**src/rtl/pc_pkg.sv**
```systemverilog
// Shared select encodings for the program-counter sequencer.
package pc_pkg;

  localparam int unsigned PCSEL_W = 3;

  localparam logic [PCSEL_W-1:0] PCSEL_SEQ = 3'd0;
  localparam logic [PCSEL_W-1:0] PCSEL_BR  = 3'd1;
  localparam logic [PCSEL_W-1:0] PCSEL_J   = 3'd2;
  localparam logic [PCSEL_W-1:0] PCSEL_JR  = 3'd3;
  localparam logic [PCSEL_W-1:0] PCSEL_RET = 3'd4;

endpackage

```
**src/rtl/pc_sequencer_return_stack.sv**
```systemverilog
// Circular return-address stack. Push writes at top+1; pop exposes mem[top].
// A full stack silently overwrites its oldest entry; pop+push replaces the top.
module return_stack #(
  parameter int unsigned WIDTH = 32,
  parameter int unsigned DEPTH = 8
) (
  input  logic             clock,
  input  logic             reset,
  input  logic             push,
  input  logic             pop,
  input  logic [WIDTH-1:0] push_data,
  output logic [WIDTH-1:0] top_data,
  output logic             empty,
  output logic             ovf,
  output logic             udf
);

  localparam int unsigned PTR_W = $clog2(DEPTH);
  localparam int unsigned CNT_W = PTR_W + 1;
  localparam logic [PTR_W-1:0] PTR_ONE = 1;
  localparam logic [CNT_W-1:0] CNT_ONE = 1;
  localparam logic [CNT_W-1:0] CNT_FULL = CNT_W'(DEPTH);

  logic [WIDTH-1:0] mem [DEPTH];
  logic [PTR_W-1:0] top;
  logic [CNT_W-1:0] count;
  logic             full;
  logic             replace;
  logic             wr_en;
  logic [PTR_W-1:0] wr_ptr;

  assign empty    = (count == '0);
  assign full     = (count == CNT_FULL);
  assign top_data = mem[top];

  // Pop+push on a non-empty stack rewrites the top in place; on an empty
  // stack the pop underflows and the push proceeds as an ordinary push.
  assign replace = push && pop && !empty;
  assign udf     = pop && empty;
  assign ovf     = push && !pop && full;
  assign wr_en   = push && !reset;
  assign wr_ptr  = replace ? top : top + PTR_ONE;

  // Entry storage; contents are don't-care once count is cleared.
  always_ff @(posedge clock) begin
    if (wr_en) begin
      mem[wr_ptr] <= push_data;
    end
  end

  // Top pointer and occupancy count.
  always_ff @(posedge clock) begin
    if (reset) begin
      top   <= '0;
      count <= '0;
    end else if (replace) begin
      top   <= top;
      count <= count;
    end else if (push) begin
      top <= top + PTR_ONE;
      if (!full) begin
        count <= count + CNT_ONE;
      end
    end else if (pop && !empty) begin
      top   <= top - PTR_ONE;
      count <= count - CNT_ONE;
    end
  end

endmodule

```
**src/rtl/pc_sequencer.sv**
```systemverilog
// Registered program counter with next-PC select, stall, return-address
// stack and sticky error flags.
module pc_sequencer
  import pc_pkg::*;
#(
  parameter int unsigned      WIDTH     = 32,
  parameter logic [WIDTH-1:0] RESET_PC  = '0,
  parameter int unsigned      RAS_DEPTH = 8
) (
  input  logic               clock,
  input  logic               reset,
  input  logic               stall,
  input  logic [PCSEL_W-1:0] mux_pc,
  input  logic [WIDTH-1:0]   immediate,
  input  logic [WIDTH-1:0]   address,
  input  logic [WIDTH-1:0]   data,
  input  logic               push_ra,
  output logic [WIDTH-1:0]   pc,
  output logic [WIDTH-1:0]   pc_plus1,
  output logic               ras_empty,
  output logic               ras_overflow,
  output logic               ras_underflow,
  output logic               illegal_sel
);

  localparam logic [WIDTH-1:0] ONE = 1;

  logic [WIDTH-1:0] next_pc;
  logic [WIDTH-1:0] ras_top;
  logic             ras_push;
  logic             ras_pop;
  logic             ras_ovf;
  logic             ras_udf;
  logic             sel_illegal;

  assign pc_plus1 = pc + ONE;
  assign ras_push = push_ra && !stall;
  assign ras_pop  = (mux_pc == PCSEL_RET) && !stall;

  return_stack #(
    .WIDTH (WIDTH),
    .DEPTH (RAS_DEPTH)
  ) u_ras (
    .clock     (clock),
    .reset     (reset),
    .push      (ras_push),
    .pop       (ras_pop),
    .push_data (pc_plus1),
    .top_data  (ras_top),
    .empty     (ras_empty),
    .ovf       (ras_ovf),
    .udf       (ras_udf)
  );

  // Next-PC select; an empty-stack return falls back to the register target.
  always_comb begin
    next_pc     = pc;
    sel_illegal = 1'b0;
    case (mux_pc)
      PCSEL_SEQ: next_pc = pc_plus1;
      PCSEL_BR:  next_pc = pc_plus1 + immediate;
      PCSEL_J:   next_pc = address;
      PCSEL_JR:  next_pc = data;
      PCSEL_RET: next_pc = ras_empty ? data : ras_top;
      default:   sel_illegal = 1'b1;
    endcase
  end

  // PC register; stall freezes it.
  always_ff @(posedge clock) begin
    if (reset) begin
      pc <= RESET_PC;
    end else if (!stall) begin
      pc <= next_pc;
    end
  end

  // Sticky error flags, cleared only by reset.
  always_ff @(posedge clock) begin
    if (reset) begin
      ras_overflow  <= 1'b0;
      ras_underflow <= 1'b0;
      illegal_sel   <= 1'b0;
    end else if (!stall) begin
      ras_overflow  <= ras_overflow  | ras_ovf;
      ras_underflow <= ras_underflow | ras_udf;
      illegal_sel   <= illegal_sel   | sel_illegal;
    end
  end

endmodule

```
**config.mk**
```make
export PLATFORM = sky130hd
export DESIGN_NAME = pc_sequencer
export DESIGN_NICKNAME = d
export VERILOG_FILES = /design/src/rtl/pc_pkg.sv /design/src/rtl/pc_sequencer_return_stack.sv /design/src/rtl/pc_sequencer.sv
export SDC_FILE = /design/constraint.sdc
export NUM_CORES = 1
export LEC_CHECK = 0
export CELL_PAD_IN_SITES_DETAIL_PLACEMENT = 2
export CELL_PAD_IN_SITES_GLOBAL_PLACEMENT = 2
export CORE_MARGIN = 2
export CORE_UTILIZATION = 42
export DETAILED_ROUTE_END_ITERATION = 6
export PLACE_DENSITY_LB_ADDON = 0.1
export RECOVER_POWER = 25
export SETUP_SLACK_MARGIN = 0.05
export SLEW_MARGIN = 25
export SYNTH_ARGS = -nofsm -noshare
export SYNTH_HDL_FRONTEND = slang
export SYNTH_SLANG_ARGS = --single-unit
```
**constraint.sdc**
```tcl
create_clock -name clock -period 9.2 [get_ports clock]
set_input_delay 2.3 -clock clock [delete_from_list [all_inputs] [get_ports clock]]
set_output_delay 2.3 -clock clock [all_outputs]
set_load 0.05 [all_outputs]
```
==> impl_results.md, run 1 <==
* Syn_area_per_cell at about 13 µm²
* Port buffer count at 170
* Ys flop type: edfxtp_1
* Max FO, Critical Path at 10
* First-pass GRT wire length at between 80000 and 90000 µm
* # Max-Cap Violations at 1
* Hold/Removal Path Class: register to register
* Vias in the first global route at 12.5k
* Fin Setup TNS at 0 ns
* Initial antenna violation count at 1
* Outcome: finished with violations
* Leak at 6.27 nW
* Root Buffer: clkbuf_16
* Drt total wl at approximately 62000 µm
* Total number of vias at 11.7k
* Int Pwr at 2.55 mW
* DRT Pass-1 Iters at 6
* Setup violators final at 0
* NetSw at 1.09 mW
* Post-Syn Area at 15100 µm²
* Post_cts resized at 0
* Number of library cell types mapped by synthesis at 71
* Critical path arrival at 5.25 ns
* Cell count after synthesis at ~1.2k
* Critical Path Sink: pc_plus1[30]
* Worst Skew at ~0.015 ns
* Wire per inst at 33.6 µm
* Worst Max-Slew Pin Slew at 1.47 ns
* Die Y at around 190 µm
* Violated checks: max-capacitance violations
* R2r startpoint: pc[0]
* Placeable core area at around 36000 µm²
* Synth top area cells: edfxtp_1 51%, mux4_2 9.5%, dfxtp_1 5.9%, ha_1 3.6%, mux2i_1 3.1%
* Clk buf depth at 3
* Critical Path RT at ~7 ns
* Switching fraction of total power at 0.300
* CTS tree: built
* DRC Markers at 0
* Slew Viols, Final at 0
* CTS buffer count at 31
* Minimum setup slack among reg-to-reg paths at 3.58 ns
* R2R depth at 16
* Tmin final at about 7.5 ns
* Total track usage at 0.326
* IO Pins at about 170
* Synth-to-Final Area Change at 22.5%
* Grt ovf at 0
* Clk Latency, worst-skew pair at between 0.5 and 0.6 ns
* Reg2reg end: pc[29]
* Gate power share at 0.212
* Clock slew at reported path FFs at roughly 0.060 ns
* Rel. slew slack at 0.0106
* Chip Width at 194 µm
* DR iter-0 viols at roughly 1.2k
* Setup crit start: pc[0]
* H-Tree Depth at 1
* Async SR Flop Fraction at 0
* GPL Wtd Cong at between 0.8 and 0.9
* Starting density of the core at 0.426
* Largest net degree at the start of global routing at 65
* Final Hold Vio Count at 0
* Vias per cell at between 6 and 7
* RSZ-0062 raised after global routing: no
* FP Rows at between 60 and 70
* Layout Nets at approximately 1.5k
* Top cell type's share of synthesized area at 0.507
* Hold WS at slightly above 0.5 ns
* PwrDens at 196 nW/µm²
* Syn Nets at around 1.3k
* Clk sinks at between 300 and 400
* Startpoint types: register
* Die area at about 38000 µm²
* Final ANT Viol Nets at 0
* Number of synthesized flops with an enable pin at ~260
* Yosys reg bits at approximately 300
* Tcrit/Tclk final at 0.820
* WS Path Type: register to output pin
* Post-CTS setup buffer count at 0
* HPWL after DPL at 43100 µm
* Worst VDD drop at ~0.19 mV
* Critical Path Sink Type: output pin
* Hold_buf cts at 0
* Synth warn at 0
* Clock power frac at 0.359
* Seq pwr share at 0.429
* Register area share after synthesis at 0.567
* Area leader, netlist: edfxtp_1
* Share of cells above drive strength 1 at 0.123
* F_max at 0.132 GHz
-- stage by stage --
stage	cell area, µm²	worst slack (ns)	power (mW)	std cells	utilization
floorplan	15100	3.68	2.03	1169	-
global placement	17500	2.87	2.31	1773	0.493
detailed placement	17600	2.65	2.35	1776	0.495
CTS	18600	2.38	3.64	1833	0.524
global route	18600	1.37	3.73	1833	0.522
finish	18600	1.65	3.64	1834	0.522
-- registers in the layout (all words and copies together), names as in the netlist, named ones only --
register	flops
illegal_sel	1
ras_underflow	1
ras_overflow	1
pc	32
u_ras.count	4
u_ras.mem	256
u_ras.top	3
-- critical path: stages (launching register included) --
cell and delay [ns]:
dfxtp_1 0.46, ha_1 0.28, nand3_1 0.23, nor3_1 0.78, nand2_1 0.37, nor2_4 0.27, and4_1 0.29, nand4_1 0.19
xnor2_1 0.84, clkdlybuf4s50_1 0.96
-- synth_stat cells (23+ instances only) --
cell type / number
a21oi_1: 92
clkbuf_1: 44
dfxtp_1: 45
edfxtp_1: 256
ha_1: 43
mux2i_1: 47
mux4_2: 64
nand2_1: 77
nand3_1: 23
nor2_1: 92
o21ai_0: 54
o22ai_1: 27
xnor2_1: 38
xor2_1: 23
-- power groups by stage --
stage	logic [mW]	registers, mW	clock network, mW
4_1_cts	0.771	1.56	1.31
5_1_grt	0.813	1.57	1.36
2_1_floorplan	0.420	1.61	0
6_report	0.771	1.56	1.30
3_3_place_gp	0.724	1.58	0
3_5_place_dp	0.759	1.59	0
-- per-layer routing --
layer / up-vias / share of wire / GRT usage
met3: 97 / 0.077 / 0.0659
met1: 6106 / 0.41 / 0.438
met5: - / 0.00021 / 0
met2: 590 / 0.49 / 0.548
li1: 4925 / - / -
met4: 2 / 0.024 / 0.0758
-- worst min path at each step --
stage                   start             end  slack [ns]  cells past startpoint
6_report          illegal_sel     illegal_sel        0.51                      2
5_1_grt         ras_underflow   ras_underflow        0.53                      2
4_1_cts           illegal_sel     illegal_sel        0.51                      2
3_5_place_dp      illegal_sel     illegal_sel        0.48                      2
3_3_place_gp    ras_underflow   ras_underflow        0.45                      2
2_1_floorplan  u_ras.count[3]  u_ras.count[3]        0.48                      2
-- layout by cell type (no fill, tap or decap), drive strengths merged, types with 5 or more instances in the layout --
| cell | synthesis | final |
|---|---|---|
| ha | 43 | 43 |
| bufinv | 0 | 5 |
| buf | 22 | 26 |
| or3 | 6 | 6 |
| a21oi | 92 | 92 |
| inv | 17 | 17 |
| a311oi | 7 | 7 |
| nand2b | 8 | 8 |
| and3 | 8 | 8 |
| mux4 | 64 | 64 |
| nand3 | 26 | 26 |
| nor3 | 22 | 22 |
| nand2 | 78 | 78 |
| clkdlybuf4s50 | 0 | 169 |
| edfxtp | 256 | 256 |
| a31oi | 7 | 7 |
| o31ai | 5 | 5 |
| nand4 | 11 | 11 |
| o211ai | 9 | 9 |
| a2111oi | 6 | 6 |
| dfxtp | 45 | 45 |
| o22a | 9 | 9 |
| xor2 | 25 | 25 |
| clkbuf | 44 | 55 |
| o21ai | 59 | 59 |
| a21o | 14 | 14 |
| o22ai | 27 | 27 |
| nor2 | 94 | 94 |
| clkinv | 2 | 16 |
| xnor2 | 38 | 38 |
| mux2i | 47 | 47 |
| a211oi | 20 | 20 |
-- layout make-up --
cell class                      count  area (µm²)
Antenna cell                        1        2.50
Clock buffer                       38         802
Clock inverter                     19         213
Fill cell                        3408       17000
Inverter                           19        71.3
Multi-Input combinational cell    783        6300
Sequential cell                   301        8590
Tap cell                          461         577
Timing Repair Buffer              212        2000
-- cell families after synthesis --
family / synth area share
flops: 0.567
compound gates: 0.123
simple gates: 0.0865
mux: 0.126
buf+inv: 0.0223
xor+xnor: 0.0374
fa+ha+maj: 0.0382
Note: power is estimated with default switching activity, not from simulation.
==> run 2, diff against run 1 <==
Settings changed: CORE_UTILIZATION 42 to 39.
Clock period 9.2 ns to 7.6 ns, I/O delays scaled along.
==> impl_results.md, run 2 (synthesized netlist as in run 1, its figures left out) <==
* HPWL after DPL at 41100 µm
* First-pass GRT wire length at between 80000 and 90000 µm
* Clock slew at reported path FFs at about 0.060 ns
* DRC Markers at 0
* IO Pins at approximately 170
* PwrDens at around 240 nW/µm²
* Worst Skew at around 0.012 ns
* Largest net degree at the start of global routing at 57
* Slew Viols, Final at 0
* WS Path Type: register to output pin
* Worst VDD drop at about 0.17 mV
* DRT Pass-1 Iters at 5
* Max reg flops at ~260
* Root Buffer: clkbuf_16
* H-Tree Depth at 1
* Fill cells at between 3k and 4k
* Critical Path RT at 5.70 ns
* FP Rows at 72
* Chip Width at between 200 and 250 µm
* Port buffer count at 170
* Wire per inst at approximately 31 µm
* Die area at just over 40000 µm²
* Leak at between 6 and 7 nW
* Largest Register: u_ras.mem
* Outcome: complete, no violations
* Critical Path Sink Type: output pin
* Worst Max-Slew Pin Slew at 1.42 ns
* Rel. slew slack at 0.0468
* Total track usage at 0.290
* Synth-to-Final Area Change at 23.3%
* Register area at 8590 µm²
* Hold_buf cts at 0
* Ant. Diodes at 0
* Most frequent cells in the layout: 256 x edfxtp_1, 169 x clkdlybuf4s50_1, 92 x a21oi_1, 83 x nor2_1, 77 x nand2_1
* Drt total wl at between 50000 and 60000 µm
* Clk sinks at ~300
* Critical path arrival at roughly 4.5 ns
* Initial antenna violation count at 3
* Vias per cell at between 6 and 7
* RSZ-0062 raised after global routing: no
* Layout Nets at approximately 1.5k
* Grt ovf at 0
* Max FO, Critical Path at 10
* CTS buffer count at 31
* Starting density of the core at 0.394
* Final Total Pwr at between 4 and 5 mW
* Placeable core area at slightly below 40000 µm²
* CTS tree: built
* Setup violators final at 0
* Startpoint types: register
* Die Y at ~200 µm
* Footprint of the multi-input gates at 6300 µm²
* Fin Setup TNS at 0 ns
* Clk buf depth at 3
* Top flop regs: u_ras.mem x256, pc x32, u_ras.count x4
* # Max-Cap Violations at 0
* Vias in the first global route at 12.3k
* Total number of vias at roughly 11k
* Tmin final at 6.43 ns
* Post_cts resized at 0
* GPL Wtd Cong at approximately 0.83
* Hold/Removal Path Class: register to register
* F_max at around 0.16 GHz
* DR iter-0 viols at ~880
* Final ANT Viol Nets at 0
* Tcrit/Tclk final at 0.846
* Most common cell after layout, fill and taps aside: edfxtp_1
* Clk Latency, worst-skew pair at 0.58 ns
* Post-CTS setup buffer count at 0
* Share of cells above drive strength 1 at 0.134
* Final Hold Vio Count at 0
==> run 2: cell count changes in the layout (fill, tap and decap cells not counted), moves of 2 or more <==
cell        before  now
buf_4           21   31
clkbuf_1        24   16
clkinv_1         8    4
clkbuf_8         0    3
clkinvlp_4       0    2
inv_6            0    2
==> run 2: layer usage <==
layer	up-vias	GRT usage	wire length (µm)
li1	4927	-	-
met1	5960	0.386	24400
met2	429	0.478	28300
met3	88	0.0607	4380
met4	6	0.0873	1540
met5	-	0	41
==> run 2: worst paths after layout <==
| kind | startpoint | endpoint | slack, ns | cells after the start |
|---|---|---|---|---|
| max reg2reg | pc[0] | pc[29] | 2.32 | 14 |
| max | pc[0] | pc_plus1[30] | 1.17 | 9 |
| min reg2reg | ras_underflow | ras_underflow | 0.47 | 2 |
| min | ras_underflow | ras_underflow | 0.47 | 2 |
==> run 2: per-stage QoR <==
step,util,hold WS (ns),cells,setup slack [ns],cell area (µm²)
2_1_floorplan,-,0.479,1169,2.48,15100
3_3_place_gp,0.458,0.466,1834,2.06,17600
3_5_place_dp,0.458,0.466,1834,1.82,17600
4_1_cts,0.486,0.485,1891,1.23,18700
5_1_grt,0.486,0.516,1892,0.937,18700
6_report,0.486,0.474,1892,1.17,18700
==> run 2: layout make-up <==
type	instances	area share
sequential	301	0.460
multi-input combinational	783	0.337
timing repair buffer	214	0.107
clock buffer	38	0.0445
tap	518	0.0347
clock inverter	19	0.0125
inverter	19	0.00382
==> run 2: worst max-delay path: stages, from the launching register on <==
cell             delay, ns
dfxtp_1               0.45
ha_1                  0.29
nand3_1               0.27
nor3_4                0.40
nand2_2               0.19
nor2_4                0.17
and4_1                0.27
nand4_1               0.20
xnor2_1               0.76
clkdlybuf4s50_1       0.95
==> run 2: power breakdown <==
group | total, mW | switching [mW] | internal (mW)
Combinational | 0.914 | 0.588 | 0.326
Clock | 1.63 | 0.680 | 0.948
Sequential | 1.89 | 0.0532 | 1.84
Total | 4.44 | 1.32 | 3.11
